[config.mk]
export PLATFORM = sky130hd
export DESIGN_NAME = mem_arbiter
export DESIGN_NICKNAME = d
export VERILOG_FILES = /design/src/rtl/mem_arbiter.sv
export SDC_FILE = /design/constraint.sdc
export NUM_CORES = 1
export LEC_CHECK = 0
export ABC_AREA = 0
export BUFFER_PORTS_ARGS = -buffer_cell sky130_fd_sc_hd__buf_2
export CORE_AREA = 2 2 107 109
export DETAILED_ROUTE_END_ITERATION = 7
export DIE_AREA = 0 0 109 111
export GPL_ROUTABILITY_DRIVEN = 0
export GPL_TIMING_DRIVEN = 1
export HOLD_SLACK_MARGIN = 0.05
export PLACE_DENSITY = 0.55
export REMOVE_ABC_BUFFERS = 1
export SETUP_SLACK_MARGIN = 0.3
export SLEW_MARGIN = 20
export SYNTH_ARGS = -nofsm -noshare
export SYNTH_HDL_FRONTEND = slang
export SYNTH_SLANG_ARGS = --single-unit
[constraint.sdc]
create_clock -name clk -period 2.2 [get_ports clk]
set_input_delay 0.44 -clock clk [delete_from_list [all_inputs] [get_ports clk]]
set_output_delay 0.44 -clock clk [all_outputs]
set_load 0.02 [all_outputs]
[src/rtl/mem_arbiter.sv]
// Arbiter that shares one single-ported unified memory between an instruction
// fetch port and a load/store port, with one transaction in flight at a time.
module mem_arbiter #(
  parameter int DATA_WIDTH  = 32,
  parameter int ADDR_WIDTH  = 32,
  parameter int MEM_LATENCY = 2
) (
  input  logic                  clk,
  input  logic                  rst,
  input  logic                  if_req,
  input  logic [ADDR_WIDTH-1:0] if_addr,
  output logic                  if_gnt,
  output logic                  if_rvalid,
  output logic [DATA_WIDTH-1:0] if_rdata,
  input  logic                  d_req,
  input  logic                  d_we,
  input  logic [ADDR_WIDTH-1:0] d_addr,
  input  logic [DATA_WIDTH-1:0] d_wdata,
  input  logic [3:0]            d_be,
  output logic                  d_gnt,
  output logic                  d_rvalid,
  output logic [DATA_WIDTH-1:0] d_rdata,
  output logic                  mem_req,
  output logic                  mem_we,
  output logic [ADDR_WIDTH-1:0] mem_addr,
  output logic [DATA_WIDTH-1:0] mem_wdata,
  output logic [3:0]            mem_be,
  input  logic [DATA_WIDTH-1:0] mem_rdata,
  output logic                  stall
);

  localparam int CW = $clog2(MEM_LATENCY + 1);

  typedef enum logic {IDLE, BUSY} state_t;

  state_t          r_state, w_nextState;
  logic [CW-1:0]   r_cnt, w_nextCnt;
  logic            r_ownerData;
  logic            r_opWe;
  // Reset value (fetch won last) makes data the favoured port in the first tie.
  logic            r_lastWinnerData;
  logic            w_grantIf, w_grantD, w_done, w_contention;

  always_comb begin
    w_nextState = r_state;
    w_nextCnt   = r_cnt;
    w_grantIf   = 1'b0;
    w_grantD    = 1'b0;
    w_done      = 1'b0;
    case (r_state)
      IDLE: begin
        if (!rst) begin
          if (if_req && d_req) begin
            if (r_lastWinnerData) w_grantIf = 1'b1;
            else                  w_grantD  = 1'b1;
          end else begin
            w_grantIf = if_req;
            w_grantD  = d_req;
          end
        end
        if (w_grantIf || w_grantD) begin
          w_nextState = BUSY;
          w_nextCnt   = CW'(MEM_LATENCY - 1);
        end
      end
      BUSY: begin
        if (r_cnt == '0) begin
          w_done      = ~rst;
          w_nextState = IDLE;
        end else begin
          w_nextCnt = r_cnt - CW'(1);
        end
      end
      default: w_nextState = IDLE;
    endcase
  end

  assign w_contention = if_req && d_req && (r_state == IDLE) && !rst;

  always_ff @(posedge clk) begin
    if (rst) begin
      r_state          <= IDLE;
      r_cnt            <= '0;
      r_ownerData      <= 1'b0;
      r_opWe           <= 1'b0;
      r_lastWinnerData <= 1'b0;
    end else begin
      r_state <= w_nextState;
      r_cnt   <= w_nextCnt;
      if (w_grantIf || w_grantD) begin
        r_ownerData <= w_grantD;
        r_opWe      <= w_grantD & d_we;
      end
      if (w_contention) r_lastWinnerData <= w_grantD;
    end
  end

  assign if_gnt    = w_grantIf;
  assign d_gnt     = w_grantD;
  assign mem_req   = w_grantIf | w_grantD;
  assign mem_we    = w_grantD & d_we;
  assign mem_addr  = w_grantD ? d_addr : (w_grantIf ? if_addr : '0);
  assign mem_wdata = w_grantD ? d_wdata : '0;
  assign mem_be    = w_grantD ? d_be : (w_grantIf ? 4'hF : 4'h0);

  // Read data is forced to zero outside the owner's response pulse.
  assign if_rvalid = w_done & ~r_ownerData;
  assign d_rvalid  = w_done & r_ownerData;
  assign if_rdata  = if_rvalid ? mem_rdata : '0;
  assign d_rdata   = (d_rvalid && !r_opWe) ? mem_rdata : '0;

  assign stall = ~rst & ((if_req & ~if_gnt) | (d_req & ~d_gnt) | (r_state == BUSY));

endmodule
==> reports/results.ini <==
[route]
drt-vias-per-instance = 4.306
postRouteAntennaNets = 0
wl_mm = 12.13
dr_total_vias = 2726
remaining_drc_errors = 0
firstDrtPassIters = 4
first_iter_violations = 119
wl_per_cell_um = 19.16

[worst_setup_path]
crit_buf_inv = 6
crit_fanout = 8
arrival_ps = 1690
cp_top_family = buffers and inverters
cp.required_ps = 1760
start_kind = input port
crit_type = in2out
max_stage_delay_ps = 370
worstSetupEndpointType = primary output
crit_chain = buf_8 -> a2111oi_4 -> buf_4 -> buf_6 -> buf_12 -> buf_16 -> and2_4 -> buf_6
crit_slowest_cell = a2111oi_4
worst_path_most_repeated_cell = buf_6

[clock_network]
htreeDepth = 1
clockBufferDepth = 2
tritoncts = done
clk_pin_slew_ps = 30
cts_buffers = 3
clock-root-buffer = clkbuf_16
cts_sinks = 6
insertion_delay_ps = 230

[floorplan]
dieWidth_um = 109
initial_utilization = 0.1198
pin_count = 276
die_h_um = 111
std_cell_rows = 39
core_um2 = 11080
dieArea_um2 = 12100

[sta]
rsz0062_at_grt = true
finalSetupViolCount = 0
worst_pin_slew_ps = 369.1
drv_slew = 0
skew_ps = 1.510
max_freq_mhz = 469.5
period_share = 0.9681
finalHoldViolations = 0
tns_ps = 0
relSlewSlack = 0.7523
whs_ps = 443.9
post-route-min-period_ps = 2130

[synth]
synth_top_area_cell = and2_1
ys_seq_area_frac = 0.09048
yosys.area_share.adder = 0.009425
synth.top_cell.area_share = 0.4571
netlist-cell-type-count = 26
synth.most_common_cell = and2_1
ys_ff_latch = 6
synth_compound_area_frac = 0.3101
synth_simple_gate_area_share = 0.4995
ys_async_sr_fraction = 0
synth_edf_count = 0
syn_area_per_cell_um2 = 7.024
synth_commonest_cells = and2_1, a22o_1, buf_2, clkbuf_1
synth_xor_area_frac = 0.006598
dominantRegCellSynth = dfxtp_1
syn_inst = 189
synth_warnings = 0
muxShareOfSynthArea = 0
syn-cell-area_um2 = 1328
synth_top_family_by_area = simple AND/OR/NAND/NOR gates
synth_area_leaders = and2_1, a22o_1, dfxtp_1

[layout]
syn_to_final_growth_pct = 259.8
fin_nets = 630
fin_util = 0.4312
multi_input_area_um2 = 1440
drive_gt1_frac = 0.8939
num_antenna_cells = 0
stdcell_count = 633
seqCellArea_um2 = 130.1
fillCellCount = 1035

[place]
port_buffers = 275
placedCellCount = 594
dp_hpwl_mm = 7.659

[worst_hold_path]
holdCritPathClass = in2reg

[flow_run]
maxCapViolations = 0

[grt]
grt_overflow = 0
grt_pass1_wl_mm = 15.30
grt_max_degree = 33
grt_antenna_before_repair = 0
first_global_vias = 2671
grtUsageTotal = 0.1690

[power]
ir_drop_mv = 0.2003
power_density_nw_per_um2 = 278.0
leakagePower_uw = 0.002521

[outcome]
outcome = finished clean

metrics by stage:
step,setup slack [ps],cell area [um^2],total power [uW]
floorplan,-926.8,1239,384.7
global placement,74.18,2889,663.2
detailed placement,38.76,2889,667.4
CTS,63.00,4070,1249
global route,5.765,4776,1385
finish,70.21,4776,1328
worst paths after layout:
check,start,endpoint,slack (ps),cells after the start
min,rst,r_state$_SDFF_PP0_,440,2
max,if_req,mem_wdata[21],70,8
max reg2reg,r_lastWinnerData$_SDFFE_PP0P_,r_opWe$_SDFFE_PP0P_,930,5
min reg2reg,r_opWe$_SDFFE_PP0P_,r_opWe$_SDFFE_PP0P_,490,1
power breakdown:
part / switching (uW) / internal (uW) / total (uW)
Combinational: 403 / 501 / 904
Clock: 61.2 / 233 / 294
Sequential: 10.6 / 119 / 129
metal layers:
layer | vias to the layer above | track usage | part of all wire
li1 | 1251 | - | -
met1 | 1265 | 0.1872 | 0.37
met2 | 189 | 0.3300 | 0.52
met3 | 21 | 0.02587 | 0.089
met4 | 0 | 0.03333 | 0.024
met5 | - | 0 | 0
flip-flops by register name (all words and copies together), names as in the netlist:
name / cells
r_opWe: 1
r_ownerData: 1
r_state: 1
r_cnt: 2
r_lastWinnerData: 1
timing repair:
item	4_1_cts	5_1_grt
hold buffers	0	0
setup buffers	16	4
hold endpoints to repair	0	0
setup endpoints to repair	135	135
pin swaps	53	73
gates cloned	13	3
resized for setup	220	207
logic make-up after synthesis:
| family | count (synthesis) |
|---|---|
| DFF | 6 |
| AOI/OAI and AO/OA | 48 |
| buffers and inverters | 26 |
| and+or+nand+nor | 107 |
| adders and majority gates | 1 |
| xor gates and xnor gates | 1 |
cell type report:
type,count,share of cell area
timing repair buffer,318,0.6123
multi-input combinational,157,0.3015
tap,143,0.03746
sequential,6,0.02725
clock buffer,3,0.01572
inverter,6,0.005764
placed cells by master, fill, tap and decap left out, drive strengths merged:
cell type / Yosys / routed
nor2: 3 / 3
nand2: 1 / 1
nand3: 1 / 1
o211a: 1 / 1
a31oi: 1 / 1
bufbuf: 0 / 1
a2111oi: 1 / 1
a32o: 1 / 1
clkbuf: 8 / 5
dfxtp: 6 / 6
and4b: 1 / 1
ha: 1 / 1
nand2b: 1 / 1
and2b: 1 / 1
o21ai: 3 / 3
nand3b: 1 / 1
nor3: 1 / 1
a21o: 4 / 4
inv: 6 / 6
a21oi: 3 / 3
xor2: 1 / 1
o32ai: 1 / 1
buf: 12 / 315
a22o: 32 / 32
a211o: 1 / 1
and2: 97 / 97
(Power assumes the default switching activity.)
